## config.mk

```make
export PLATFORM = sky130hd
export DESIGN_NAME = axi_stream_join_flat
export DESIGN_NICKNAME = d
export VERILOG_FILES = /design/src/rtl/axi_stream_join_pkg.sv /design/src/rtl/axi_stream_join_if.sv /design/src/rtl/axi_stream_join_hold_reg.sv /design/src/rtl/axi_stream_join.sv /design/src/flat_wrapper.sv
export SDC_FILE = /design/constraint.sdc
export NUM_CORES = 1
export LEC_CHECK = 0
export CAP_MARGIN = 10
export CORE_ASPECT_RATIO = 0.9
export CORE_MARGIN = 3
export CORE_UTILIZATION = 40
export CTS_BUF_LIST = sky130_fd_sc_hd__clkbuf_4 sky130_fd_sc_hd__clkbuf_8
export CTS_CLUSTER_SIZE = 12
export DETAILED_ROUTE_END_ITERATION = 10
export PLACE_DENSITY = 0.77
export SYNTH_ARGS = -nofsm -noshare
export SYNTH_HDL_FRONTEND = slang
export SYNTH_SLANG_ARGS = --single-unit
```

## constraint.sdc

```tcl
create_clock -name aclk -period 5.1 [get_ports aclk]
set_input_delay 0.51 -clock aclk [delete_from_list [all_inputs] [get_ports aclk]]
set_output_delay 0.51 -clock aclk [all_outputs]
set_load 0.01 [all_outputs]
```

## src/rtl/axi_stream_join_pkg.sv

```systemverilog
// ----------------------------------------------------------------------------
// axi_stream_pkg
//   Shared definitions for the AXI-stream join slice.
//   - STALL_CNT_W_DEFAULT : default width of the alignment-stall counter
//   - slice_lo()          : low bit index of branch idx inside a flattened
//                           bus of width-bit slices, i.e. [idx*width +: width]
// ----------------------------------------------------------------------------
package axi_stream_pkg;

    localparam int STALL_CNT_W_DEFAULT = 16;

    function automatic int slice_lo(input int idx, input int width);
        return idx * width;
    endfunction

endpackage

```

## src/rtl/axi_stream_join_if.sv

```systemverilog
// ----------------------------------------------------------------------------
// axi_stream_join_if
//   Handshake bundle for the N-way AXI-stream join.
//   Source side (N branches):
//     valid_src[N], ready_src[N], data_src[N*DATA_W], last_src[N]
//     branch i payload lives in data_src[i*DATA_W +: DATA_W]
//   Destination side (one joined stream):
//     valid_dst, ready_dst, data_dst[N*DATA_W], last_dst
//   Modports:
//     slave  : the join block itself (consumes branches, produces joined beat)
//     master : the surrounding environment (drives branches, sinks the beat)
// ----------------------------------------------------------------------------
interface axi_stream_join_if #(
    parameter int N_INPUTS = 2,
    parameter int DATA_W   = 64
) ();

    logic [N_INPUTS-1:0]        valid_src;
    logic [N_INPUTS-1:0]        ready_src;
    logic [N_INPUTS*DATA_W-1:0] data_src;
    logic [N_INPUTS-1:0]        last_src;

    logic                       valid_dst;
    logic                       ready_dst;
    logic [N_INPUTS*DATA_W-1:0] data_dst;
    logic                       last_dst;

    modport slave (
        input  valid_src,
        output ready_src,
        input  data_src,
        input  last_src,
        output valid_dst,
        input  ready_dst,
        output data_dst,
        output last_dst
    );

    modport master (
        output valid_src,
        input  ready_src,
        output data_src,
        output last_src,
        input  valid_dst,
        output ready_dst,
        input  data_dst,
        input  last_dst
    );

endinterface

```

## src/rtl/axi_stream_join_hold_reg.sv

```systemverilog
// ----------------------------------------------------------------------------
// axi_stream_hold_reg
//   Single-entry holding register for one join branch.
//   Ports:
//     aclk, aresetn : clock, asynchronous active-low reset
//     load          : capture d_data/d_last this cycle (entry full next cycle)
//     unload        : joined beat consumed; entry empties unless load is set
//     d_data/d_last : incoming branch payload and TLAST
//     full          : entry holds a beat
//     q_data/q_last : held payload and TLAST
// ----------------------------------------------------------------------------
module axi_stream_hold_reg #(
    parameter int DATA_W = 64
) (
    input  logic              aclk,
    input  logic              aresetn,
    input  logic              load,
    input  logic              unload,
    input  logic [DATA_W-1:0] d_data,
    input  logic              d_last,
    output logic              full,
    output logic [DATA_W-1:0] q_data,
    output logic              q_last
);

    // Load wins over unload: a same-cycle release and capture keeps the
    // entry full with the new beat, which is what gives 1 beat/cycle.
    always_ff @(posedge aclk or negedge aresetn) begin
        if (!aresetn) begin
            full <= 1'b0;
        end else if (load) begin
            full <= 1'b1;
        end else if (unload) begin
            full <= 1'b0;
        end
    end

    // Payload is don't-care while empty; cleared on reset only to keep
    // simulation free of X.
    always_ff @(posedge aclk or negedge aresetn) begin
        if (!aresetn) begin
            q_data <= '0;
            q_last <= 1'b0;
        end else if (load) begin
            q_data <= d_data;
            q_last <= d_last;
        end
    end

endmodule

```

## src/rtl/axi_stream_join.sv

```systemverilog
// ----------------------------------------------------------------------------
// axi_stream_join
//   Re-joins N_INPUTS AXI-stream branches into one stream: one beat from every
//   branch is presented downstream as a single concatenated beat. Each branch
//   has a one-entry holding register so an early branch may run one beat
//   ahead while later branches catch up.
//   Ports:
//     aclk, aresetn      : clock, asynchronous active-low reset
//     bus (slave)        : branch inputs and joined output (see interface)
//     err_last_mismatch  : one-cycle pulse, the cycle after a joined beat whose
//                          branch TLASTs disagreed (beat is still delivered)
//     stall_cnt          : saturating count of cycles with a partial set held
//     stall_clr          : synchronous clear of stall_cnt (beats increment)
// ----------------------------------------------------------------------------
module axi_stream_join
    import axi_stream_pkg::*;
#(
    parameter int N_INPUTS    = 2,
    parameter int DATA_W      = 64,
    parameter int STALL_CNT_W = STALL_CNT_W_DEFAULT
) (
    input  logic                   aclk,
    input  logic                   aresetn,
    axi_stream_join_if.slave       bus,
    output logic                   err_last_mismatch,
    output logic [STALL_CNT_W-1:0] stall_cnt,
    input  logic                   stall_clr
);

    localparam logic [STALL_CNT_W-1:0] CNT_MAX = '1;
    localparam logic [STALL_CNT_W-1:0] CNT_ONE = STALL_CNT_W'(1);

    function automatic logic [STALL_CNT_W-1:0] sat_inc(input logic [STALL_CNT_W-1:0] v);
        return (v == CNT_MAX) ? v : v + CNT_ONE;
    endfunction

    logic [N_INPUTS-1:0]        full;
    logic [N_INPUTS-1:0]        hold_last;
    logic [N_INPUTS*DATA_W-1:0] hold_data;
    logic [N_INPUTS-1:0]        load;
    logic [N_INPUTS-1:0]        ready_int;
    logic                       all_full;
    logic                       any_full;
    logic                       fire;
    logic                       last_mixed;
    logic                       partial;

    assign all_full = &full;
    assign any_full = |full;
    assign fire     = all_full & bus.ready_dst;

    // A full entry may accept again only in the cycle its beat leaves, so
    // ready depends combinationally on ready_dst; valid_dst does not depend
    // on any source input.
    assign ready_int     = ~full | {N_INPUTS{fire}};
    assign bus.ready_src = ready_int;
    assign load          = bus.valid_src & ready_int;

    for (genvar i = 0; i < N_INPUTS; i++) begin : g_hold
        axi_stream_hold_reg #(
            .DATA_W (DATA_W)
        ) u_hold (
            .aclk    (aclk),
            .aresetn (aresetn),
            .load    (load[i]),
            .unload  (fire),
            .d_data  (bus.data_src[slice_lo(i, DATA_W) +: DATA_W]),
            .d_last  (bus.last_src[i]),
            .full    (full[i]),
            .q_data  (hold_data[slice_lo(i, DATA_W) +: DATA_W]),
            .q_last  (hold_last[i])
        );
    end

    assign bus.valid_dst = all_full;
    assign bus.data_dst  = hold_data;
    assign bus.last_dst  = &hold_last;

    assign last_mixed = (|hold_last) & ~(&hold_last);
    assign partial    = any_full & ~all_full;

    always_ff @(posedge aclk or negedge aresetn) begin
        if (!aresetn) begin
            err_last_mismatch <= 1'b0;
        end else begin
            err_last_mismatch <= fire & last_mixed;
        end
    end

    always_ff @(posedge aclk or negedge aresetn) begin
        if (!aresetn) begin
            stall_cnt <= '0;
        end else if (stall_clr) begin
            stall_cnt <= '0;
        end else if (partial) begin
            stall_cnt <= sat_inc(stall_cnt);
        end
    end

endmodule
```

## src/flat_wrapper.sv

```systemverilog
// flat-port wrapper written by rule: the top's interface ports become plain ports
module axi_stream_join_flat import axi_stream_pkg::*;
#(
    parameter int N_INPUTS    = 2,
    parameter int DATA_W      = 64,
    parameter int STALL_CNT_W = STALL_CNT_W_DEFAULT
)
  (aclk, aresetn, err_last_mismatch, stall_cnt, stall_clr, bus_valid_src, bus_ready_src, bus_data_src, bus_last_src, bus_valid_dst, bus_ready_dst, bus_data_dst, bus_last_dst);
  axi_stream_join_if #(.N_INPUTS(N_INPUTS), .DATA_W(DATA_W)) bus_i ();
  input  logic aclk;
  input  logic aresetn;
  output logic err_last_mismatch;
  output logic [STALL_CNT_W-1:0] stall_cnt;
  input  logic stall_clr;
  input wire logic [$bits(bus_i.valid_src)-1:0] bus_valid_src;
  output wire logic [$bits(bus_i.ready_src)-1:0] bus_ready_src;
  input wire logic [$bits(bus_i.data_src)-1:0] bus_data_src;
  input wire logic [$bits(bus_i.last_src)-1:0] bus_last_src;
  output wire logic [$bits(bus_i.valid_dst)-1:0] bus_valid_dst;
  input wire logic [$bits(bus_i.ready_dst)-1:0] bus_ready_dst;
  output wire logic [$bits(bus_i.data_dst)-1:0] bus_data_dst;
  output wire logic [$bits(bus_i.last_dst)-1:0] bus_last_dst;
  assign bus_i.valid_src = bus_valid_src;
  assign bus_ready_src = bus_i.ready_src;
  assign bus_i.data_src = bus_data_src;
  assign bus_i.last_src = bus_last_src;
  assign bus_valid_dst = bus_i.valid_dst;
  assign bus_i.ready_dst = bus_ready_dst;
  assign bus_data_dst = bus_i.data_dst;
  assign bus_last_dst = bus_i.last_dst;
  axi_stream_join #(.N_INPUTS(N_INPUTS), .DATA_W(DATA_W), .STALL_CNT_W(STALL_CNT_W)) u_core (.aclk(aclk), .aresetn(aresetn), .bus(bus_i), .err_last_mismatch(err_last_mismatch), .stall_cnt(stall_cnt), .stall_clr(stall_clr));
endmodule
```

==> results of run 1 <==
==> cell type report <==
| type | instances | area (sq um) | share of cell area |
|---|---|---|---|
| well taps | 193 | 241 | 0.0260 |
| flip-flops and latches | 149 | 3730 | 0.402 |
| clock inverters | 9 | 103 | 0.0111 |
| inverters | 2 | 7.51 | 0.000809 |
| repair buffers | 287 | 2870 | 0.309 |
| clock buffers | 22 | 290 | 0.0313 |
| multi-input cells | 216 | 2040 | 0.220 |
==> critical path, cell delays in order, from the launching register on <==
cell and delay (ns):
sky130_fd_sc_hd__dfrtp_1 0.38, sky130_fd_sc_hd__ha_1 0.22, sky130_fd_sc_hd__nand2_1 0.08, sky130_fd_sc_hd__nand2_1 0.10
sky130_fd_sc_hd__nand2_2 0.74, sky130_fd_sc_hd__buf_4 0.44, sky130_fd_sc_hd__mux2_2 0.38
==> stage by stage <==
stage	instance area (sq um)	worst slack (ns)	cells	hold slack, ns	util
floorplan	5890	3.24	386	0.214	-
global placement	8890	2.27	847	0.486	0.625
detailed placement	8890	2.24	847	0.492	0.625
CTS	9280	2.58	878	0.167	0.653
global route	9280	2.42	878	0.193	0.653
finish	9280	2.62	878	0.152	0.653
==> placed cells by master (no fill, tap or decap), types with 6 or more instances in the layout <==
cell type / count
sky130_fd_sc_hd__nor2_1: 7
sky130_fd_sc_hd__nand3_1: 6
sky130_fd_sc_hd__a21oi_1: 10
sky130_fd_sc_hd__clkdlybuf4s50_1: 283
sky130_fd_sc_hd__dfrtp_1: 149
sky130_fd_sc_hd__mux2_2: 134
sky130_fd_sc_hd__nand2_1: 7
sky130_fd_sc_hd__clkbuf_8: 20
==> registers in the layout (all words and copies together) (netlist names) <==
signal,count
u_core.stall_cnt,16
u_core.g_hold.u_hold.q_data,128
u_core.g_hold.u_hold.full,2
u_core.g_hold.u_hold.q_last,2
u_core.err_last_mismatch,1
==> cells in the mapped netlist (all sizes together) (2+ instances only) <==
master and number:
nor2 7, nor2b 4, dfrtp 149, and3 6
and4 2, nor3 5, a41oi 2, nand2b 4
nand3 7, o21ai 2, nor4 2, buf 16
ha 3, or4 3, a211oi 3, inv 2
mux2 134, clkbuf 2, a21oi 10, nand4 3
nand2 9, a311oi 2, o31ai 3
==> power by group through the flow <==
stage / Combinational (W) / Clock [W] / Sequential (W)
after floorplan: 0.000316 / 0 / 0.00172
after global placement: 0.00118 / 0 / 0.00160
after detailed placement: 0.00120 / 0 / 0.00161
after CTS: 0.00121 / 0.000934 / 0.00159
after global routing: 0.00126 / 0.000975 / 0.00162
final: 0.00119 / 0.000905 / 0.00158
==> cell families (layout without fill, tap and decap cells) <==
| kind of cell | count (synthesis) | after routing | share of synthesized area |
|---|---|---|---|
| AO/OA/AOI/OAI | 24 | 24 | 0.0261 |
| multiplexers | 135 | 135 | 0.258 |
| flip-flops | 149 | 149 | 0.633 |
| adder cells (fa/ha/maj) | 3 | 3 | 0.00638 |
| buffers and inverters | 21 | 320 | 0.0204 |
| AND/OR/NAND/NOR | 54 | 54 | 0.0557 |
==> routing by layer <==
metal	part of all wire	GRT usage
met5	0	0
met4	0.017	0.0707
met3	0.095	0.0779
met2	0.51	0.327
met1	0.38	0.221
==> final timing paths <==
check / slack [ns] / end / cells past startpoint / start
max: 2.62 / u_core.g_hold[0].u_hold.q_data[37]$_DFFE_PN0P_ / 6 / u_core.g_hold[1].u_hold.full$_DFFE_PN0P_
min: 0.15 / u_core.g_hold[0].u_hold.q_data[29]$_DFFE_PN0P_ / 1 / aresetn
max reg2reg: 2.62 / u_core.g_hold[0].u_hold.q_data[37]$_DFFE_PN0P_ / 6 / u_core.g_hold[1].u_hold.full$_DFFE_PN0P_
min reg2reg: 0.51 / u_core.g_hold[1].u_hold.q_data[28]$_DFFE_PN0P_ / 1 / u_core.g_hold[1].u_hold.q_data[28]$_DFFE_PN0P_
max in group asynchronous: 3.69 / u_core.g_hold[1].u_hold.q_data[28]$_DFFE_PN0P_ / 2 / aresetn
min in group aclk: 0.51 / u_core.g_hold[1].u_hold.q_data[28]$_DFFE_PN0P_ / 1 / u_core.g_hold[1].u_hold.q_data[28]$_DFFE_PN0P_
==> summary.txt, run 1 <==
Fraction of final layout cells with drive strength greater than 1 - 0.261
Final critical delay including setup and external delays - 2.48 ns
Pint - 0.00269 W
Count of port buffers added during placement - 284
Total of cells resized after clock tree synthesis - 0
DP HPWL - 11.9 mm
Routed via count divided by cell count - 4.86
CP Data Arrival Time - 2.80 ns
Total CTS buffers - 17
Max Cap Viol - 0
Switching share of power - 0.269
Portion of the post-synthesis area used by sequential elements - 0.633
# IOs - 285
Synthesized instance count - 386
Achievable Freq - 0.404 GHz
Sequential Power Share - 0.431
Cell types with the largest area share after synthesis - sky130_fd_sc_hd__dfrtp_1, sky130_fd_sc_hd__mux2_2, sky130_fd_sc_hd__buf_2, sky130_fd_sc_hd__a21oi_1, sky130_fd_sc_hd__ha_1
Die Wd - 134 um
Main flop type after synthesis - sky130_fd_sc_hd__dfrtp_1
Final hold vios - 0
Post-synth net total - 525
Worst Hold Class - in -> async
Fin Setup TNS - 0 ns
Later-pin clock latency in the skew report - 0.45 ns
Largest net degree at the start of global routing - 99
Max transition margin - 0.323
Ratio of final minimum period to clock period - 0.485
Num Clock Sinks - 149
Total count of max-transition violations in the final report - 0
Total of flip-flops plus latches after synthesis - 149
Sum of internal, switching and leakage power - 0.00368 W
Wire length reported by the detailed router - 15.7 mm
Leakage - 3.82 nW
Area share of the leading cell type in the synthesized netlist - 0.633
Crit-path max FO - 43
Starting density of the core - 0.414
Die Y - 121 um
DR DRC count - 0
Max clock buf depth - 2
Die ar. - 16,200 sq um
Area leader, netlist - sky130_fd_sc_hd__dfrtp_1
Yosys warns - 0
Antenna violations before repair - 0
Total inserted antenna cells - 0
Proportion of register bits with asynchronous set or reset after synthesis - 1.00
Critical path data required time - 5.42 ns
Net Sw Power - 0.000987 W
Startpoint-to-endpoint class of the critical path - reg -> reg
Overall via count from detail_route - 4,263
Synth cell types - 35
PwrDens - 396 nW/um^2
Number of nets with antenna violations after detailed routing - 0
Post-route clock skew - 0.0139 ns
Core Area - 14,200 sq um
CTS tree - done
Count of fill cells added during filler insertion - 1,068
Logic gate share of total power - 0.323
CTS HTree Levels - 4
Result of the run - finished, final reports clean
FP Rows - 41
Kind of capture point of the worst setup path - flip-flop
RSZ-0062 raised after global routing - false
Measured slew at the worst slew-check pin - 1.01 ns
Post-synthesis instance area - 5890 sq um
Post-cts hold buffer count - 0
Final weighted congestion in routability-driven placement - 0.778
Drt first pass iters - 4
Layout overhead on the synthesized area - 57.6%
Total Routing Usage GR - 0.193
DR iter-0 viols - 100
Number of global-route vias before repair - 4,447
Buffer count from post-CTS setup fixing - 0
Clock network fraction of total power - 0.246
Layout net count - 812
First-pass GRT wire length - 24.2 mm
Clock input transition at the sequential cells of the worst setup and hold paths - 0.08 ns
Final count of negative-setup-slack endpoints - 0
Synthesized area per cell - 15.3 sq um
Root cell of the clock tree - sky130_fd_sc_hd__clkbuf_8
Worst setup SP type - flip-flop
Detail-routed net length per standard cell - 17.9 um
Number of enable-type register cells in the synthesized netlist - 0
Total congestion overflow - 0
Worst vdd ir - 0.247 mV
Power figures use the tool's default switching activity.
==> inputs of run 2 (changes only) <==
==> constraint.sdc (replaced) <==
create_clock -name aclk -period 2.5 [get_ports aclk]
set_input_delay 0.25 -clock aclk [delete_from_list [all_inputs] [get_ports aclk]]
set_output_delay 0.25 -clock aclk [all_outputs]
set_load 0.01 [all_outputs]
==> run 2 against run 1 <==
Compared with the run above:
- die area unchanged
- critical endpoint is now u_core.stall_cnt[9]$_DFFE_PN0P_
- sequential power up 100%
- global-route usage rose by 0.66 points
- core utilization up 0.63 points
- wire length grew 1.7%
==> summary.txt, run 2 (synthesis results as in run 1) <==
Worst setup SP type - flip-flop
Post-route clock skew - 0.00681 ns
Total count of max-transition violations in the final report - 0
Overall via count from detail_route - 4,307
Detail-routed net length per standard cell - 18.1 um
CTS tree - done
Worst vdd ir - 0.473 mV
Number of nets with antenna violations after detailed routing - 0
Kind of capture point of the worst setup path - flip-flop
Maximum single-stage delay on the critical path - 0.43 ns
Placement Cell Area - 8930 sq um
Post-Layout Cell Count - 880
CP Data Arrival Time - 2.41 ns
Busiest metal layer after global routing - met2
Antenna violations before repair - 0
Count of port buffers added during placement - 284
Final critical delay including setup and external delays - 2.08 ns
Total congestion overflow - 0
PwrDens - 816 nW/um^2
CTS HTree Levels - 4
Max Cap Viol - 0
Total Routing Usage GR - 0.200
Ratio of final minimum period to clock period - 0.832
Number of global-route vias before repair - 4,625
DP HPWL - 12.1 mm
Worst-case setup margin in the final layout - 0.421 ns
Measured slew at the worst slew-check pin - 0.724 ns
Global-route track usage on met3 - 0.0829
Total inserted antenna cells - 0
Die ar. - 16,200 sq um
First-pass GRT wire length - 24.9 mm
# IOs - 285
Critical path data required time - 2.83 ns
Buffer count from post-CTS setup fixing - 0
Achievable Freq - 0.481 GHz
Result of the run - finished, final reports clean
FP Rows - 41
Layout net count - 814
Die Y - 121 um
RSZ-0062 raised after global routing - false
Cells along the critical path - ha_1 > and3_1 > nand4_1 > a211oi_1 > mux2_2
Final Instance Area - 9370 sq um
Leakage - 3.86 nW
Crit-path slowest cell - sky130_fd_sc_hd__ha_1
Root cell of the clock tree - sky130_fd_sc_hd__clkbuf_8
Biggest register - u_core.g_hold.u_hold.q_data
Starting density of the core - 0.414
GR met1 Demand/Resource - 0.221
Max transition margin - 0.516
Final weighted congestion in routability-driven placement - 0.796
Drt first pass iters - 4
Most frequent standard cell in the layout excluding fill and tap cells - sky130_fd_sc_hd__clkdlybuf4s50_1
DR DRC count - 0
Startpoint-to-endpoint class of the critical path - reg -> reg
Family of cells with the greatest summed delay on the critical path - simple AND/OR/NAND/NOR gates
Largest net degree at the start of global routing - 85
Later-pin clock latency in the skew report - 0.45 ns
Final hold vios - 0
Total CTS buffers - 17
Cell total after placement - 848
Sum of internal, switching and leakage power - 0.00765 W
Die Wd - 134 um
Wire length reported by the detailed router - 16.0 mm
Max clock buf depth - 2
Final count of negative-setup-slack endpoints - 0
GR met2 Demand/Resource - 0.340
Post-placement worst setup slack - 0.430 ns
Leading registers by flop count - u_core.g_hold.u_hold.q_data x128, u_core.stall_cnt x16
Num Clock Sinks - 149
Worst Hold Class - in -> async
Most used cells in the layout excluding fill and tap cells - sky130_fd_sc_hd__clkdlybuf4s50_1, sky130_fd_sc_hd__dfrtp_1, sky130_fd_sc_hd__mux2_2
Crit-path max FO - 7
Number of flip-flops in the largest register - 128
Layout overhead on the synthesized area - 59.1%
Fin Setup TNS - 0 ns
Routed via count divided by cell count - 4.89
Fraction of final layout cells with drive strength greater than 1 - 0.262
Core Area - 14,200 sq um
DR iter-0 viols - 100
Clock input transition at the sequential cells of the worst setup and hold paths - 0.07 ns
Sum of buffers and inverters on the critical path - 0
run 2: final cells by class:
cell class / instances / area [sq um]
Sequential cell: 149 / 3730
Inverter: 2 / 7.51
Clock inverter: 7 / 121
Clock buffer: 24 / 305
Tap cell: 193 / 241
Timing Repair Buffer: 289 / 2920
Multi-Input combinational cell: 216 / 2040
Fill cell: 1058 / 4840
run 2: worst paths after layout:
| kind | end | slack [ns] | startpoint | depth (start not counted) |
|---|---|---|---|---|
| setup / recovery | u_core.stall_cnt[9]$_DFFE_PN0P_ | 0.42 | u_core.g_hold[1].u_hold.full$_DFFE_PN0P_ | 5 |
| hold / removal | u_core.g_hold[0].u_hold.q_data[32]$_DFFE_PN0P_ | 0.27 | aresetn | 2 |
| setup reg to reg | u_core.stall_cnt[9]$_DFFE_PN0P_ | 0.42 | u_core.g_hold[1].u_hold.full$_DFFE_PN0P_ | 5 |
| hold reg to reg | u_core.g_hold[1].u_hold.q_data[15]$_DFFE_PN0P_ | 0.50 | u_core.g_hold[1].u_hold.q_data[15]$_DFFE_PN0P_ | 1 |
| max in group asynchronous | u_core.g_hold[0].u_hold.q_data[47]$_DFFE_PN0P_ | 1.41 | aresetn | 3 |
| min in group aclk | u_core.g_hold[1].u_hold.q_data[59]$_DFFE_PN0P_ | 0.41 | bus_data_src[123] | 2 |
run 2: repair_timing:
action                                 CTS  global route
resized for setup                        0             0
setup endpoints to repair                0             0
hold buffers                             1             0
endpoints found under the hold margin   41             0
run 2: per-stage QoR:
step / utilization / hold WS (ns)
final: 0.659 / 0.273
after global routing: 0.659 / 0.290
after CTS: 0.659 / 0.264
after detailed placement: 0.629 / 0.184
after global placement: 0.629 / 0.180
after floorplan: - / -0.0456
run 2: layer usage:
| metal | vias up | wire, um |
|---|---|---|
| li1 | 1964 | - |
| met1 | 2125 | 5950 |
| met2 | 188 | 8040 |
| met3 | 30 | 1530 |
| met4 | 0 | 444 |
| met5 | - | 0 |
run 2: report_power, final:
group          switching, W  internal [W]
sequential         0.000280       0.00295
combinational      0.000879       0.00157
clock              0.000862       0.00111
